--- src/rtl/i2c_target.sv ---
// I2C target (slave) with a fixed 7-bit address: receives write bytes on rx_data/rx_valid
// and serves read bytes from tx_data, requested one byte ahead with tx_req.
module i2c_target #(
    parameter logic [6:0] TARGET_ADDR = 7'h50
) (
    input  logic       clk,
    input  logic       rst_,
    input  logic       scl_in,
    input  logic       sda_in,
    output logic       sda_oe,
    output logic [7:0] rx_data,
    output logic       rx_valid,
    input  logic [7:0] tx_data,
    output logic       tx_req,
    output logic       busy
);

    typedef enum logic [2:0] {
        IDLE,
        ADDR,
        ADDR_ACK,
        WR_DATA,
        WR_ACK,
        RD_DATA,
        RD_ACK,
        WAIT_STOP
    } state_t;

    logic [1:0] r_sclSync;
    logic [1:0] r_sdaSync;
    logic       r_sclPrev;
    logic       r_sdaPrev;

    state_t     r_state;
    logic [2:0] r_bitCnt;
    logic [6:0] r_shift;
    logic       r_rw;
    logic       r_ackPhase;
    logic [7:0] r_txShift;

    logic       w_scl;
    logic       w_sda;
    logic       w_sclRise;
    logic       w_sclFall;
    logic       w_start;
    logic       w_stop;
    logic       w_lastBit;
    logic       w_addrMatch;

    // Synchronizers and edge history reset to 1 so an idle bus shows no edges after reset.
    always_ff @(posedge clk or negedge rst_) begin
        if (!rst_) begin
            r_sclSync <= 2'b11;
            r_sdaSync <= 2'b11;
            r_sclPrev <= 1'b1;
            r_sdaPrev <= 1'b1;
        end else begin
            r_sclSync <= {r_sclSync[0], scl_in};
            r_sdaSync <= {r_sdaSync[0], sda_in};
            r_sclPrev <= r_sclSync[1];
            r_sdaPrev <= r_sdaSync[1];
        end
    end

    assign w_scl       = r_sclSync[1];
    assign w_sda       = r_sdaSync[1];
    assign w_sclRise   = w_scl & ~r_sclPrev;
    assign w_sclFall   = ~w_scl & r_sclPrev;
    assign w_start     = w_scl & r_sclPrev & r_sdaPrev & ~w_sda;
    assign w_stop      = w_scl & r_sclPrev & ~r_sdaPrev & w_sda;
    assign w_lastBit   = (r_bitCnt == 3'd7);
    assign w_addrMatch = (r_shift == TARGET_ADDR);

    // r_ackPhase marks the second half of an ACK slot: set once the ACK bit is being driven
    // (write side) or once the controller's ACK has been seen (read side).
    always_ff @(posedge clk or negedge rst_) begin
        if (!rst_) begin
            r_state    <= IDLE;
            r_bitCnt   <= 3'd0;
            r_shift    <= 7'd0;
            r_rw       <= 1'b0;
            r_ackPhase <= 1'b0;
            r_txShift  <= 8'h00;
            sda_oe     <= 1'b0;
            rx_data    <= 8'h00;
            rx_valid   <= 1'b0;
            tx_req     <= 1'b0;
            busy       <= 1'b0;
        end else begin
            rx_valid <= 1'b0;
            tx_req   <= 1'b0;
            if (w_start) begin
                r_state    <= ADDR;
                r_bitCnt   <= 3'd0;
                r_ackPhase <= 1'b0;
                sda_oe     <= 1'b0;
                busy       <= 1'b1;
            end else if (w_stop) begin
                r_state    <= IDLE;
                r_bitCnt   <= 3'd0;
                r_ackPhase <= 1'b0;
                sda_oe     <= 1'b0;
                busy       <= 1'b0;
            end else begin
                case (r_state)
                    ADDR: begin
                        if (w_sclRise) begin
                            r_shift  <= {r_shift[5:0], w_sda};
                            r_bitCnt <= r_bitCnt + 3'd1;
                            if (w_lastBit) begin
                                r_ackPhase <= 1'b0;
                                r_rw       <= w_sda;
                                r_state    <= w_addrMatch ? ADDR_ACK : WAIT_STOP;
                            end
                        end
                    end
                    ADDR_ACK: begin
                        if (w_sclFall) begin
                            if (!r_ackPhase) begin
                                sda_oe     <= 1'b1;
                                r_ackPhase <= 1'b1;
                            end else if (r_rw) begin
                                r_txShift  <= tx_data;
                                sda_oe     <= ~tx_data[7];
                                r_ackPhase <= 1'b0;
                                r_state    <= RD_DATA;
                            end else begin
                                sda_oe     <= 1'b0;
                                r_ackPhase <= 1'b0;
                                r_state    <= WR_DATA;
                            end
                        end else if (w_sclRise && r_ackPhase && r_rw) begin
                            tx_req <= 1'b1;
                        end
                    end
                    WR_DATA: begin
                        if (w_sclRise) begin
                            r_shift  <= {r_shift[5:0], w_sda};
                            r_bitCnt <= r_bitCnt + 3'd1;
                            if (w_lastBit) begin
                                rx_data    <= {r_shift, w_sda};
                                rx_valid   <= 1'b1;
                                r_ackPhase <= 1'b0;
                                r_state    <= WR_ACK;
                            end
                        end
                    end
                    WR_ACK: begin
                        if (w_sclFall) begin
                            if (!r_ackPhase) begin
                                sda_oe     <= 1'b1;
                                r_ackPhase <= 1'b1;
                            end else begin
                                sda_oe     <= 1'b0;
                                r_ackPhase <= 1'b0;
                                r_state    <= WR_DATA;
                            end
                        end
                    end
                    RD_DATA: begin
                        if (w_sclRise) begin
                            r_bitCnt <= r_bitCnt + 3'd1;
                            if (w_lastBit) begin
                                r_ackPhase <= 1'b0;
                                r_state    <= RD_ACK;
                            end
                        end else if (w_sclFall) begin
                            sda_oe <= ~r_txShift[3'd7 - r_bitCnt];
                        end
                    end
                    RD_ACK: begin
                        if (w_sclFall) begin
                            if (r_ackPhase) begin
                                r_txShift  <= tx_data;
                                sda_oe     <= ~tx_data[7];
                                r_ackPhase <= 1'b0;
                                r_state    <= RD_DATA;
                            end else begin
                                sda_oe <= 1'b0;
                            end
                        end else if (w_sclRise) begin
                            if (!w_sda) begin
                                tx_req     <= 1'b1;
                                r_ackPhase <= 1'b1;
                            end else begin
                                r_state <= WAIT_STOP;
                            end
                        end
                    end
                    default: begin
                        sda_oe <= 1'b0;
                    end
                endcase
            end
        end
    end

endmodule

--- config.mk ---
export PLATFORM = sky130hd
export DESIGN_NAME = i2c_target
export DESIGN_NICKNAME = d
export VERILOG_FILES = /design/src/rtl/i2c_target.sv
export SDC_FILE = /design/constraint.sdc
export NUM_CORES = 1
export LEC_CHECK = 0
export ABC_AREA = 1
export BUFFER_PORTS_ARGS = -buffer_cell sky130_fd_sc_hd__clkbuf_2
export CAP_MARGIN = 20
export CORE_MARGIN = 1.5
export CORE_UTILIZATION = 40
export DETAILED_ROUTE_END_ITERATION = 10
export PLACE_DENSITY_LB_ADDON = 0.25
export SYNTH_ARGS = -nofsm -noshare
export SYNTH_HDL_FRONTEND = slang
export SYNTH_SLANG_ARGS = --single-unit
--- constraint.sdc ---
create_clock -name clk -period 1.7 [get_ports clk]
set_input_delay 0.17 -clock clk [delete_from_list [all_inputs] [get_ports clk]]
set_output_delay 0.17 -clock clk [all_outputs]
set_load 0.01 [all_outputs]
==> flow_summary.yaml <==
place:
  globalplace.congestion: 0.871
  hpwlAfterDp_mm: 3.61
  portBuffers: 23
  placed_area_um2: 2440
sta:
  slew_viol_final: 0
  hold_viol: 0
  finalClockSkew_ps: 3.42
  slew_headroom_pct: 65.4
  setup_violations: 0
  fin_crit_ps: 1660
  tightest_slew_ps: 519
  whs_ps: 81.9
  rsz0062_at_grt: "true"
  fin_crit_sh_pct: 97.6
  max_freq_mhz: 602
routing:
  viasPerCell: 4.96
  routedWlPerCell_um: 13.5
  first_pass_iters: 5
  num_vias: 1929
  drt_iter0_drc: 157
  drc: 0
  wl_mm: 5.24
  ant_nets: 0
power:
  powerDensity_nw_per_um2: 1410
  p_sw_mw: 1.64
  clkPwrFrac_pct: 19.9
  vdd.ir_drop.worst_v: 0.000931
  p_seq_share_pct: 37.3
  p_int_mw: 2.32
  comb_power_share_pct: 42.8
  swShare_pct: 41.4
  p_leak_nw: 1.44
final_layout:
  diodes: 0
  syn2layout_area_growth_pct: 27.9
  fin_area_um2: 2800
  drive_gt1_share_pct: 32.0
  nNetsFinal: 336
  fill_cells: 501
die:
  ios: 24
  fp.dieW_um: 77.0
  row_count: 26
  core_um2: 5200
  initial_core_util_pct: 42.1
  dieArea_um2: 5930
  fp.dieH_um: 77.0
global_routing:
  grt_pass1_vias: 1693
  grt_max_degree: 22
  gr-usage-all-layers_pct: 17.4
  grt_antenna_before_repair: 0
  overflow: 0
  grt_pass1_wl_mm: 8.09
clocking:
  cts_tree: "yes"
  htreeDepth: 2
  root_buffer: "clkbuf_8"
  clkTransAtPathRegs_ps: 80
  cts_buffer_depth: 2
  clk-insertion-delay-late_ps: 300
  cts.sinks: 41
  cts_buffers: 5
critical_path:
  startpoint_type: "flip-flop"
  worst-setup-path-type: "reg -> reg"
  worstPathArrival_ps: 1820
  required_ps: 1860
  cp-end-kind: "flip-flop"
  cp_max_fo: 6
yosys:
  yosys_warnings: 0
  mappedNetlistArea_um2: 2190
  synth_cell_types: 28
  syn-num-nets: 284
  syn_area_per_cell_um2: 8.24
  synthCells: 266
  seq_area_frac_synth_pct: 47.1
  ys_ff_latch: 41
min_path:
  holdCritPathClass: "in -> reg"
job:
  drv_cap: 0
outcome:
  outcome: "complete, no violations"
-- critical path: stages, from the launching register on --
cell and delay (ps):
dfstp_2 580, ha_4 170, nand2_2 70, nor2_4 210, buf_6 140, nor2_4 50, o21ai_0 160, o21ai_0 150
-- path summary, 6_finish.rpt --
path / from / endpoint / slack, ps / cells past startpoint
worst min-delay path: tx_data[0] / r_txShift[0] / 80 / 3
max in group asynchronous: rst_ / r_sclSync[0] / 690 / 3
worst max-delay path: r_sclSync[1] / r_bitCnt[1] / 40 / 7
worst min register to register: r_sdaSync[0] / r_sdaSync[1] / 360 / 0
min in group asynchronous: rst_ / tx_req / 390 / 2
worst max register to register: r_sclSync[1] / r_bitCnt[1] / 40 / 7
-- cell families (layout without fill, tap and decap cells) --
| kind of cell | count (synthesis) | count (layout) | share of synthesized area [%] |
|---|---|---|---|
| and+or+nand+nor | 133 | 135 | 29.6 |
| buffers and inverters | 46 | 97 | 9.19 |
| DFF | 41 | 41 | 47.1 |
| AOI/OAI and AO/OA | 40 | 40 | 10.7 |
| adders and majority gates | 6 | 6 | 3.42 |
-- state kept, by name, summed over array words and instances, names as in the netlist --
name	cells
r_txShift	8
sda_oe	1
r_shift	7
r_sdaPrev	1
tx_req	1
r_state	3
rx_valid	1
busy	1
r_sclPrev	1
r_sdaSync	2
r_rw	1
r_bitCnt	3
rx_data	8
r_ackPhase	1
r_sclSync	2
-- layout make-up --
cell class	instances	area [um^2]	area share, %
multi-input combinational	181	1050	37.4
sequential	41	1030	36.9
clock buffer	5	68.8	2.46
timing repair buffer	50	367	13.1
tap	70	87.6	3.12
clock inverter	3	46.3	1.65
inverter	39	151	5.40
-- cells in the final DEF, fill, tap and decap left out, types with 2 or more instances in the layout --
cell / Yosys / layout
a21oi_1: 5 / 5
buf_4: 1 / 19
buf_6: 2 / 3
clkbuf_2: 0 / 23
clkbuf_8: 0 / 5
clkinv_4: 0 / 2
dfrtp_1: 35 / 34
dfstp_2: 6 / 6
dlygate4sd3_1: 0 / 3
ha_1: 6 / 4
inv_1: 36 / 34
inv_2: 2 / 4
nand2_1: 66 / 61
nand2_2: 2 / 6
nand3_1: 28 / 26
nand3_2: 2 / 4
nand4_1: 5 / 5
nand4_4: 1 / 2
nor2_1: 15 / 13
nor2_2: 4 / 4
nor2_4: 3 / 6
nor3_1: 4 / 4
o21ai_0: 18 / 14
o21ai_1: 7 / 11
o21ai_2: 8 / 8
-- metrics by stage --
step / setup WS, ps / utilization, % / setup TNS (ps) / std cells / total power, mW
floorplan: 83.3 / - / 0 / 266 / 2.56
global placement: -74.6 / 46.9 / -713 / 365 / 3.03
detailed placement: -111 / 46.9 / -1290 / 365 / 3.03
CTS: 10.6 / 50.9 / 0 / 380 / 3.85
global route: -42.4 / 53.8 / -204 / 389 / 4.27
finish: 40.1 / 53.8 / 0 / 389 / 3.96
-- what timing repair did --
item / in CTS / in global routing
hold buffers: 3 / 0
gates resized for setup: 3 / 24
setup buffers: 4 / 6
setup endpoints to repair: 16 / 29
endpoints found under the hold margin: 21 / 0
pin swaps: 1 / 9
gates cloned: 0 / 3
-- power groups by stage --
stage                     logic [mW]  registers [mW]  clock network (mW)
final                           1.70            1.48               0.789
after detailed placement        1.55            1.48                   0
after CTS                       1.58            1.46               0.813
after global routing            1.90            1.52               0.844
after floorplan                 1.19            1.37                   0
after global placement          1.55            1.48                   0
-- metal layers --
metal  up-vias  track usage (%)  wire length [um]
met5         -                0                 0
met4         0             6.36                88
met3         9             3.21               263
met2        50             26.4              2350
met1       899             24.9              2540
li1        971                -                 -
-- Yosys cell counts, drive strengths merged --
cell type / count / area [um^2]
dfrtp: 35 / 876
nand3b: 1 / 7.51
nand4: 7 / 65.1
nor2: 23 / 135
a31oi: 1 / 6.26
nand2: 68 / 260
inv: 39 / 151
o21ai: 33 / 195
o211ai: 1 / 7.51
buf: 7 / 50.1
ha: 6 / 75.1
nand3: 30 / 160
dfstp: 6 / 158
a21oi: 5 / 25.0
nor3: 4 / 20.0
Power figures use the tool's default switching activity.
